<file path="config.mk">
export PLATFORM = sky130hd
export DESIGN_NAME = conway_sequencer
export DESIGN_NICKNAME = d
export VERILOG_FILES = /design/src/rtl/conway_sequencer.sv
export SDC_FILE = /design/constraint.sdc
export NUM_CORES = 1
export LEC_CHECK = 0
export CORE_MARGIN = 2
export CORE_UTILIZATION = 31
export DETAILED_ROUTE_END_ITERATION = 10
export HOLD_SLACK_MARGIN = 0.06
export PLACE_DENSITY = 0.62
export RECOVER_POWER = 100
export SLEW_MARGIN = 0
export SYNTH_ARGS = -nofsm -noshare
export SYNTH_HDL_FRONTEND = slang
export SYNTH_SLANG_ARGS = --single-unit
</file>
<file path="constraint.sdc">
create_clock -name CLK -period 2.98 [get_ports CLK]
set_input_delay 0.596 -clock CLK [delete_from_list [all_inputs] [get_ports CLK]]
set_output_delay 0.596 -clock CLK [all_outputs]
set_load 0.05 [all_outputs]
</file>
<file path="src/rtl/conway_sequencer.sv">
// conway_sequencer: control sequencer for the Conway grid memory.
// Runs a DATA_SIZE-bit serial load, then steps generations either on demand
// (STEP) or from a reloadable free-running timer, counting generations.
// Optional generation limit with a HALT state: define CONWAY_GEN_LIMIT_EN.
module conway_sequencer #(
    parameter int DATA_SIZE = 64,
    parameter int GEN_WIDTH = 16,
    parameter int DIV_WIDTH = 24
) (
    input  logic                 CLK,
    input  logic                 RESET,
    input  logic                 LOAD_START,
    input  logic                 SERIAL_VALID,
    input  logic                 SERIAL_DATA,
    input  logic                 RUN_EN,
    input  logic                 FREE_RUN,
    input  logic                 STEP,
    input  logic [DIV_WIDTH-1:0] PERIOD,
`ifdef CONWAY_GEN_LIMIT_EN
    input  logic [GEN_WIDTH-1:0] GEN_LIMIT,
`endif
    output logic                 MEM_SERIAL_IN,
    output logic                 MEM_LOAD_MODE,
    output logic                 MEM_RUN_MODE,
    output logic                 LOAD_DONE,
    output logic                 BUSY,
    output logic                 HALTED,
    output logic [GEN_WIDTH-1:0] GEN_COUNT
);

    localparam int              CNT_W    = (DATA_SIZE > 1) ? $clog2(DATA_SIZE) : 1;
    localparam logic [CNT_W-1:0] LAST_BIT = CNT_W'(DATA_SIZE - 1);

`ifdef CONWAY_GEN_LIMIT_EN
    typedef enum logic [2:0] {
        S_IDLE, S_LOAD, S_READY, S_RUN_WAIT, S_STEP, S_HALT
    } state_t;
`else
    typedef enum logic [2:0] {
        S_IDLE, S_LOAD, S_READY, S_RUN_WAIT, S_STEP
    } state_t;
`endif

    state_t               state;
    logic [CNT_W-1:0]     bit_cnt;
    logic [DIV_WIDTH-1:0] timer;
    logic [GEN_WIDTH-1:0] gen_count;
    logic                 load_done;
    logic [GEN_WIDTH-1:0] gen_next;

    assign gen_next = gen_count + GEN_WIDTH'(1);

    // Sequencer FSM: load bit counting, step timing and generation counting
    always_ff @(posedge CLK) begin
        if (RESET) begin
            state     <= S_IDLE;
            bit_cnt   <= '0;
            timer     <= '0;
            gen_count <= '0;
            load_done <= 1'b0;
        end else begin
            load_done <= 1'b0;
            if (LOAD_START) begin
                // A new load always wins: restarts a load or aborts a run
                state     <= S_LOAD;
                bit_cnt   <= '0;
                gen_count <= '0;
            end else begin
                case (state)
                    S_IDLE: ;
                    S_LOAD: begin
                        if (SERIAL_VALID) begin
                            if (bit_cnt == LAST_BIT) begin
                                state     <= S_READY;
                                bit_cnt   <= '0;
                                load_done <= 1'b1;
                            end else begin
                                bit_cnt <= bit_cnt + CNT_W'(1);
                            end
                        end
                    end
                    S_READY: begin
                        if (RUN_EN) begin
                            state <= S_RUN_WAIT;
                            timer <= PERIOD;
                        end
                    end
                    S_RUN_WAIT: begin
                        if (!RUN_EN) begin
                            state <= S_READY;
                            timer <= '0;
                        end else if (FREE_RUN) begin
                            if (timer == '0)
                                state <= S_STEP;
                            else
                                timer <= timer - DIV_WIDTH'(1);
                        end else if (STEP) begin
                            state <= S_STEP;
                        end
                    end
                    S_STEP: begin
                        gen_count <= gen_next;
                        timer     <= PERIOD;
`ifdef CONWAY_GEN_LIMIT_EN
                        if ((GEN_LIMIT != '0) && (gen_next == GEN_LIMIT))
                            state <= S_HALT;
                        else
                            state <= S_RUN_WAIT;
`else
                        state <= S_RUN_WAIT;
`endif
                    end
`ifdef CONWAY_GEN_LIMIT_EN
                    S_HALT: ;
`endif
                    default: state <= S_IDLE;
                endcase
            end
        end
    end

    // Memory controls decoded from state; load and run modes never overlap
    always_comb begin
        MEM_SERIAL_IN = SERIAL_DATA;
        MEM_LOAD_MODE = (state == S_LOAD) && SERIAL_VALID;
        MEM_RUN_MODE  = (state == S_STEP);
        BUSY          = (state == S_LOAD);
`ifdef CONWAY_GEN_LIMIT_EN
        HALTED        = (state == S_HALT);
`else
        HALTED        = 1'b0;
`endif
        LOAD_DONE     = load_done;
        GEN_COUNT     = gen_count;
    end

endmodule

</file>
## Yosys cells after proc, flatten, opt, wreduce, memory -nomap -nowiden

Cells that the tools add are included.

- Add/sub/neg operators: 3
- Multipliers: 0
- Divide/modulo/power cells: 0
- Magnitude comparators: 0
- Equality and inequality tests: 18
- Shift-type cells: 0
- Multiplexer cells: 16
- Bitwise gates (word level): 4
- Reductions and logical operators: 10

Operator list:

| operator | number |
|---|---|
| 24-bit two-way mux | 4 |
| 24-bit one-hot mux with 3 select lines | 1 |
| 24-bit zero test | 1 |
| 24-bit by 1-bit subtractor with 24-bit output, second input constant | 1 |
| 3-bit two-way mux | 7 |
| 16-bit by 1-bit adder with 16-bit output, second input constant | 1 |
| 3-bit one-hot mux with 5 select lines | 1 |
| 3-bit != test, second input constant | 4 |
| 6-bit AND reduction | 2 |
| 5-bit != test, second input constant | 2 |
| 4-bit != test, second input constant | 2 |
| 6-bit by 1-bit adder with 6-bit output, second input constant | 1 |
| 3-bit by 2-bit equality test with 1-bit output, second input constant | 2 |
| 6-bit equality test, second input constant | 1 |
| 6-bit two-way mux | 1 |
| 2-bit != test, second input constant | 3 |
| 5-bit AND reduction | 1 |
| 1-bit inverter | 4 |
| 4-bit OR reduction | 1 |
| 3-bit by 1-bit equality test with 1-bit output, second input constant | 1 |
| 3-bit equality test, second input constant | 1 |
| 3-bit zero test | 1 |
| 3-bit by 2-bit != test with 1-bit output, second input constant | 1 |
| 3-bit nonzero test | 1 |
| 5 further kinds | 6 |

- Register bits: 50
- Bits in latches: 0
- Bits in writable memories: 0
- ROM bits: 0
- Bits of input ports: 32
- Output and inout port bits: 22
- Word-level logic and storage cells: 57
- Memories kept: 0

## Logic depth before layout (Yosys ltp)

Gate-level depths: netlist (run 1).

- Depth after elaboration: 6
- Mapped depth: 9
- Mapped depth without buffers: 7

## Worst setup path before layout (run 1)

OpenSTA, ideal clock, no wires.

- Kind: input -> register
- Start point: input SERIAL_VALID
- End point: register bit_cnt[5]
- Library setup time: 0.114 ns
- Arrival: 3.114 ns
- Data required time: 2.866 ns
- Path slack: -0.248 ns
- Cell stages on the path: 5
- Buffers on the path: 0
- Cells stage by stage: nor4bb_1 -> and4_1 -> nand3_1 -> xor2_1 -> nor2_1

- Longest elaborated chain between the ends: 1

Ends and longest elaborated chain:

| item | RTL line | RTL |
|---|---|---|
| start, declared | 13 | `input logic SERIAL_VALID,` |
| 2-bit AND reduction (no source line) | -- |  |
| end signal, assigned | 78 | `bit_cnt <= bit_cnt + CNT_W'(1);` |
| end, declared | 45 | `logic [CNT_W-1:0] bit_cnt;` |

Every way passes these cells.
A chain may end at the register's enable or synchronous reset.

## Worst setup path in the final report (run 1)

- Start point: input FREE_RUN
- End point: register timer[23]

- Longest elaborated chain between the ends: 2

Ends and longest elaborated chain:

| item | RTL line | RTL |
|---|---|---|
| start, declared | 16 | `input logic FREE_RUN,` |
| 3-bit != test (no source line) | -- |  |
| 5-bit AND reduction (no source line) | -- |  |
| end signal, assigned | 96 | `timer <= timer - DIV_WIDTH'(1);` |
| end, declared | 46 | `logic [DIV_WIDTH-1:0] timer;` |

Every way passes these cells.

==> flow_summary.yaml, run 1 <==
sta:
  fin_skew_ns: 0.0121
  post-route-min-period_ns: 2.63
  tightest_slew_ns: 1.16
  finalSetupTns_ns: 0
  fmax_mhz: 381
  fin_ws_ns: 0.354
  slew_headroom_pct: 22.4
  final_max_slew_viol_count: 0
  setup_viol: 0
  hold_viol: 0
  rsz0062_at_grt: "no"
  fin_crit_sh_pct: 88.1
cts:
  cts_tree: "yes"
  clock_path_buffers: 2
  clk_pin_slew_ns: 0.09
  htree_levels: 2
  cts_root_buf: "clkbuf_8"
  insertion_delay_ns: 0.31
  cts_buffers: 5
  cts_sinks: 50
  postCtsHoldBufs: 0
  post-cts-setup-buffers: 0
  cts_resized: 0
detailed_routing:
  drt_pass1_iterations: 5
  avgViaCountPerCell: 5.64
  wl_per_cell_um: 15.5
  dr_total_vias: 2977
  detail_route.iter0.violations: 177
  wirelength_um: 8200
  drt.antenna.violating_nets: 0
  drc_errors: 0
finish:
  syn2layout_area_growth_pct: 26.0
  drive_gt1_share_pct: 8.15
  nets: 452
  num_antenna_cells: 0
  n_fill_cell: 948
synthesis:
  synth_top_area_share_pct: 34.3
  syn_inst: 365
  synth_area_mm2: 0.00292
  ys_seq_area_share_pct: 34.3
  yosysWarnings: 0
  synth_top_cell_by_area: "dfxtp_1"
  ys_top_cells_by_area: "dfxtp_1 (34%), a21oi_1 (4.8%), nor2_1 (4.6%)"
  ys_types: 61
  synth_area_per_cell_um2: 7.99
  synth_commonest_cells: "dfxtp_1 (50), nor2_1 (36), nand2_1 (31), a21oi_1 (28), nand3_1 (23)"
  synthArstFlopShare_pct: 0
  synth_seq_cells: 50
  synthFlopType: "dfxtp_1"
  synth_edf_count: 0
  syn_nets: 401
  synth.most_common_cell: "dfxtp_1"
die:
  ioPinCount: 54
  core_mm2: 0.00920
  initial_core_util_pct: 31.7
  die_area_mm2: 0.0102
  die_h_um: 101
  die_w_um: 101
  row_count: 35
worst_setup_path:
  crit_fanout: 20
  rrSetupSlack_ns: 0.48
  worstPathRequired_ns: 3.15
  end_kind: "flop"
  critPathMaxStageDelay_ns: 0.60
  worstPathArrival_ns: 2.79
  reg2reg_depth: 7
  start_kind: "primary input"
  cp_slowest_cell: "dlygate4sd3_1"
  cp_cell_sequence: "dlygate4sd3_1 -> and3b_1 -> nor4_1 -> o21bai_1 -> clkbuf_2 -> nor2_1 -> clkbuf_1 -> a311oi_1"
  path_class: "primary input to flop"
place:
  portBuffers: 50
  pre_cts_slack_ns: 0.388
  routabilityCongestion: 0.868
  dpl.hpwl_um: 6020
global_routing:
  grt_max_degree: 23
  grt_pass1_vias: 2707
  grt_pass1_wl_um: 13300
  overflow: 0
  track_usage_pct: 16.1
  antenna_found_initial: 0
worst_hold_path:
  hold_class: "flop to flop"
  whs_path_depth: 2
power_and_ir_drop:
  power.density_mw_per_mm2: 329
  irDropWorstVdd_v: 0.000197
  p_leak_nw: 1.34
  total_power_mw: 1.21
status:
  status: "complete, no violations"
flow_run:
  maxCapViolations: 0
[kinds of logic after synthesis]
group           Yosys count  synth area share, %
flops                    50                 34.3
fa+ha+maj                 4                 1.72
buf+inv                  34                 5.02
xor+xnor                 16                 4.80
simple gates            155                 29.3
other cells               1                0.129
compound gates          101                 23.4
mux                       4                 1.37
[cell usage in the layout, fill, tap and decap left out, types with 9 or more instances in the layout]
cell type and count:
o21ai_0 16, nor2_1 36, nor3_1 11, inv_1 9, buf_4 16, dlygate4sd3_1 21
clkdlybuf4s50_1 27, nand3_1 23, nand4_1 9, o31ai_1 15, a21oi_1 29, nand2_1 31
dfxtp_1 50
[worst max-delay path, delay by kind of cell]
family,cells,cell delay [ns]
AO/OA/AOI/OAI,2,0.25
buffers and inverters,3,1.24
AND/OR/NAND/NOR,3,0.71
[layout make-up]
class | count | area [µm²] | share of cell area, %
Clock buffer | 6 | 82.6 | 2.25
Sequential cell | 50 | 1000 | 27.2
Inverter | 9 | 33.8 | 0.919
Tap cell | 111 | 139 | 3.78
Multi-Input combinational cell | 281 | 1750 | 47.6
Timing Repair Buffer | 69 | 653 | 17.8
Clock inverter | 2 | 16.3 | 0.442
[registers in the layout, indices dropped and copies added, names as in the netlist]
signal	count
state	3
timer	24
LOAD_DONE	1
GEN_COUNT	16
bit_cnt	6
[power breakdown]
group / leakage, nW / internal [mW] / switching [mW] / total [mW]
Clock: 0.0478 / 0.192 / 0.245 / 0.437
Sequential: 0.403 / 0.669 / 0.00326 / 0.672
Combinational: 0.887 / 0.0542 / 0.0467 / 0.101
[through the flow]
step	util, %	hold slack [ns]	instances	cell area, µm²
floorplan	-	0.444	365	2920
global placement	39.3	0.459	520	3610
detailed placement	39.3	0.461	520	3610
CTS	40.4	0.476	528	3710
global route	40.0	0.495	528	3680
finish	40.0	0.481	528	3680
[final timing paths]
| path | startpoint | endpoint |
|---|---|---|
| max reg2reg | timer[0]$_SDFFE_PP0P_ | timer[13]$_SDFFE_PP0P_ |
| min reg2reg | timer[16]$_SDFFE_PP0P_ | timer[16]$_SDFFE_PP0P_ |
| min | timer[16]$_SDFFE_PP0P_ | timer[16]$_SDFFE_PP0P_ |
| max | FREE_RUN | timer[23]$_SDFFE_PP0P_ |
[layer usage]
metal | vias to the layer above | track usage (%) | wire length (µm)
met5 | - | 0 | 0
met4 | 0 | 3.95 | 40
met3 | 6 | 2.70 | 389
met2 | 95 | 26.8 | 3990
met1 | 1412 | 21.6 | 3780
li1 | 1464 | - | -
No activity file was read; power rests on OpenSTA's default activity.
==> run 2: changes to the inputs <==
--- a/config.mk
+++ b/config.mk
@@ -8,8 +8,9 @@
 export CORE_MARGIN = 2
 export CORE_UTILIZATION = 31
 export DETAILED_ROUTE_END_ITERATION = 10
+export DONT_BUFFER_PORTS = 1
 export HOLD_SLACK_MARGIN = 0.06
-export PLACE_DENSITY = 0.62
+export PLACE_DENSITY = 0.55
 export RECOVER_POWER = 100
 export SLEW_MARGIN = 0
 export SYNTH_ARGS = -nofsm -noshare
==> run 2 against run 1 <==
  * Highest routed layer unchanged
  * Critical endpoint is now timer[15]$_SDFFE_PP0P_
  * Maximum frequency grew 2.1%
  * Die area is the same
  * Clock skew shrank 0.0039 ns
  * Clock power grew 1%
  * Power shrank 4.1%
  * Via count shrank 7.1%
==> flow_summary.yaml, run 2 (synthesized netlist as in run 1, its figures left out) <==
worst_setup_path:
  rrSetupSlack_ns: 0.41
  critical-path-top-delay-family: "simple AND/OR/NAND/NOR gates"
  start_kind: "flop"
  worstPathRequired_ns: 3.17
  critPathMaxStageDelay_ns: 0.74
  cp_cell_sequence: "nor4_4 -> nand4_1 -> or4_4 -> nand2_1 -> o32ai_1"
  crit_fanout: 19
  cp_slowest_cell: "or4_4"
  worstPathArrival_ns: 2.76
  path_class: "flop to flop"
  end_kind: "flop"
  path_buf_inv: 0
cts:
  cts_resized: 0
  postCtsHoldBufs: 0
  htree_levels: 2
  cts_sinks: 50
  insertion_delay_ns: 0.31
  cts_tree: "yes"
  clk_pin_slew_ns: 0.10
  cts_root_buf: "clkbuf_8"
  post-cts-setup-buffers: 0
  clock_path_buffers: 2
  cts_buffers: 5
place:
  portBuffers: 0
  routabilityCongestion: 0.831
  place_inst: 465
  dpl.hpwl_um: 5830
detailed_routing:
  drc_errors: 0
  dr_wl_met2_um: 3890
  wl_per_cell_um: 18.0
  drt.antenna.violating_nets: 0
  avgViaCountPerCell: 5.85
  wl_met1_um: 3850
  routed.top_layer: "met4"
  wirelength_um: 8500
  dr_wl_met3_um: 692
  dr_total_vias: 2767
  drt_pass1_iterations: 4
  detail_route.iter0.violations: 152
finish:
  drive_gt1_share_pct: 6.35
  post_layout_nonfiller_instances: 473
  num_antenna_cells: 0
  n_fill_cell: 995
  regMostFlops: "timer"
  layout_commonest_cell: "dfxtp_1"
  final_util_pct: 33.6
  syn2layout_area_growth_pct: 5.92
  nets: 397
  largest_reg_flops: 24
  mostFrequentLayoutCells: "dfxtp_1 (50), nor2_1 (36), nand2_1 (31)"
sta:
  rsz0062_at_grt: "no"
  slew_headroom_pct: 46.2
  fin_crit_sh_pct: 86.3
  whs_ns: 0.350
  tightest_slew_ns: 0.808
  finalSetupTns_ns: 0
  final_max_slew_viol_count: 0
  fmax_mhz: 389
  post-route-min-period_ns: 2.57
  fin_skew_ns: 0.00815
  hold_viol: 0
  setup_viol: 0
die:
  ioPinCount: 54
  die_h_um: 101
  die_w_um: 101
  initial_core_util_pct: 31.7
  row_count: 35
  core_mm2: 0.00920
  die_area_mm2: 0.0102
power_and_ir_drop:
  power.density_mw_per_mm2: 376
  irDropWorstVdd_v: 0.000172
  total_power_mw: 1.16
  p_leak_nw: 1.04
global_routing:
  track_usage_pct: 16.5
  grt_pass1_wl_um: 13600
  overflow: 0
  grt_pass1_vias: 2678
  antenna_found_initial: 0
  grt_max_degree: 30
flow_run:
  maxCapViolations: 0
worst_hold_path:
  hold_class: "primary input to flop"
status:
  status: "complete, no violations"
## run 2: final timing paths
check        depth (start not counted)                    from                endpoint
min                                  1                   RESET  timer[11]$_SDFFE_PP0P_
max                                  5   timer[4]$_SDFFE_PP0P_  timer[15]$_SDFFE_PP0P_
max reg2reg                          5   timer[4]$_SDFFE_PP0P_  timer[15]$_SDFFE_PP0P_
min reg2reg                          2  timer[16]$_SDFFE_PP0P_  timer[16]$_SDFFE_PP0P_
## run 2: area by class of cell
class                      instances  area [µm²]  area share, %
clock buffer                       6        82.6           2.67
multi-input combinational        281        1740           56.3
inverter                           9        33.8           1.09
tap                              111         139           4.50
sequential                        50        1000           32.4
timing repair buffer              14        76.3           2.47
clock inverter                     2        17.5          0.567
## run 2: where the power goes
part / internal [mW] / total (mW) / switching [mW]
Combinational: 0.0153 / 0.0443 / 0.0289
Clock: 0.192 / 0.443 / 0.251
Sequential: 0.669 / 0.673 / 0.00364
## run 2: stage by stage
step / cell area (µm²) / worst slack, ns
after floorplan: 2920 / 0.458
after global placement: 3070 / 0.717
after detailed placement: 3070 / 0.601
after CTS: 3170 / 0.588
after global routing: 3090 / 0.223
final: 3090 / 0.408
## run 2: per-layer routing
layer / up-vias / global-route usage, %
met5: - / 0
met4: 0 / 3.95
met3: 7 / 5.41
met2: 86 / 25.9
met1: 1323 / 22.1
li1: 1351 / -
==> run 3: changes to the inputs <==
--- a/config.mk
+++ b/config.mk
@@ -7,6 +7,7 @@
 export LEC_CHECK = 0
 export CORE_MARGIN = 2
 export CORE_UTILIZATION = 31
+export CTS_BUF_LIST = sky130_fd_sc_hd__clkbuf_4
 export DETAILED_ROUTE_END_ITERATION = 10
 export DONT_BUFFER_PORTS = 1
 export HOLD_SLACK_MARGIN = 0.06
==> run 3 against run 2 <==
  * Sequential share of layout area up 0.44 points
  * Via count increased by 0.69%
  * Flip-flop and latch count did not move
  * Maximum frequency grew 1.0%
  * Critical path type unchanged
  * Clock skew is 0.0067 ns higher
==> flow_summary.yaml, run 3 (synthesized netlist as in run 1, its figures left out) <==
die:
  row_count: 35
  die_w_um: 101
  die_area_mm2: 0.0102
  core_mm2: 0.00920
  die_h_um: 101
  initial_core_util_pct: 31.7
  ioPinCount: 54
finish:
  regMostFlops: "timer"
  mostFrequentLayoutCells: "dfxtp_1 (50), nor2_1 (36), nand2_1 (31)"
  num_antenna_cells: 0
  nets: 397
  drive_gt1_share_pct: 6.08
  largest_reg_flops: 24
  syn2layout_area_growth_pct: 4.50
  final_util_pct: 33.1
  design_area_mm2: 0.00305
  layout_commonest_cell: "dfxtp_1"
cts:
  cts_tree: "yes"
  cts_sinks: 50
  clk_pin_slew_ns: 0.16
  cts_resized: 0
  cts_root_buf: "clkbuf_4"
  insertion_delay_ns: 0.38
  postCtsHoldBufs: 0
  clock_path_buffers: 2
  cts_buffers: 5
  post-cts-setup-buffers: 0
  htree_levels: 2
worst_setup_path:
  end_kind: "flop"
  worstPathArrival_ns: 2.81
  reg2reg_depth: 5
  r2r-end: "timer[15]$_SDFFE_PP0P_"
  start_kind: "flop"
  rrSetupSlack_ns: 0.43
  worstPathRequired_ns: 3.24
  crit_fanout: 19
  regToRegStartpoint: "timer[4]$_SDFFE_PP0P_"
  path_class: "flop to flop"
power_and_ir_drop:
  p_leak_nw: 1.02
  power.density_mw_per_mm2: 344
  irDropWorstVdd_v: 0.000156
  total_power_mw: 1.05
detailed_routing:
  wl_per_cell_um: 17.9
  drt.antenna.violating_nets: 0
  wirelength_um: 8480
  dr_total_vias: 2786
  drc_errors: 0
  avgViaCountPerCell: 5.89
  detail_route.iter0.violations: 171
  drt_pass1_iterations: 5
worst_hold_path:
  hold_start: "RESET"
  hold_class: "primary input to flop"
  whs_path_depth: 1
  min_to: "state[0]$_SDFFE_PP0P_"
sta:
  tightest_slew_ns: 0.811
  setup_viol: 0
  fin_skew_ns: 0.0148
  hold_viol: 0
  final_max_slew_viol_count: 0
  fmax_mhz: 393
  finalSetupTns_ns: 0
  fin_crit_sh_pct: 85.4
  rsz0062_at_grt: "no"
  whs_ns: 0.270
  post-route-min-period_ns: 2.55
  slew_headroom_pct: 46.0
global_routing:
  track_usage_pct: 16.6
  grt_max_degree: 30
  overflow: 0
  grt_pass1_vias: 2683
  antenna_found_initial: 0
  grt_pass1_wl_um: 13600
status:
  status: "complete, no violations"
place:
  routabilityCongestion: 0.831
  post_dp_cell_area_mm2: 0.00307
  portBuffers: 0
  dpl.hpwl_um: 5830
flow_run:
  maxCapViolations: 0
## run 3: worst max-delay path by stage
stage	endpoint	slack, ns	cells past startpoint	from
2_1_floorplan	bit_cnt[5]$_SDFFE_PP0P_	0.46	5	SERIAL_VALID
4_1_cts	timer[15]$_SDFFE_PP0P_	0.58	5	timer[4]$_SDFFE_PP0P_
3_5_place_dp	timer[18]$_SDFFE_PP0P_	0.60	5	timer[4]$_SDFFE_PP0P_
5_1_grt	timer[22]$_SDFFE_PP0P_	0.21	6	state[2]$_SDFFE_PP0P_
3_3_place_gp	timer[18]$_SDFFE_PP0P_	0.72	5	timer[4]$_SDFFE_PP0P_
6_report	timer[15]$_SDFFE_PP0P_	0.43	5	timer[4]$_SDFFE_PP0P_
## run 3: where the power goes
part	leakage [nW]	switching, mW	internal [mW]
registers	0.403	0.00367	0.670
clock network	0.0328	0.237	0.0931
logic	0.583	0.0289	0.0153
total	1.02	0.269	0.779
## run 3: layout make-up
cell class / count / area, µm²
fillers: 996 / 6150
multi-input cells: 281 / 1740
flip-flops and latches: 50 / 1000
well taps: 111 / 139
repair buffers: 14 / 76.3
clock buffers: 5 / 37.5
inverters: 9 / 33.8
clock inverters: 3 / 21.3
## run 3: per-stage QoR
stage / cells / worst slack (ns)
global route: 473 / 0.206
CTS: 473 / 0.582
detailed placement: 465 / 0.601
global placement: 465 / 0.717
finish: 473 / 0.434
floorplan: 365 / 0.458
## run 3: per-layer routing
layer  part of all wire [%]  track usage, %  up-vias  wire length [µm]
met3                    9.1            5.41        7               771
li1                       -               -     1350                 -
met1                     45            22.2     1314              3780
met2                     46            25.7      115              3860
met4                   0.85            4.68        0                72
met5                      0               0        -                 0
## run 3: critical path, stage by stage (launching register included)
cell     delay, ns
dfxtp_1       0.41
nor4_4        0.52
nand4_1       0.40
or4_4         0.74
nand2_1       0.24
o32ai_1       0.12
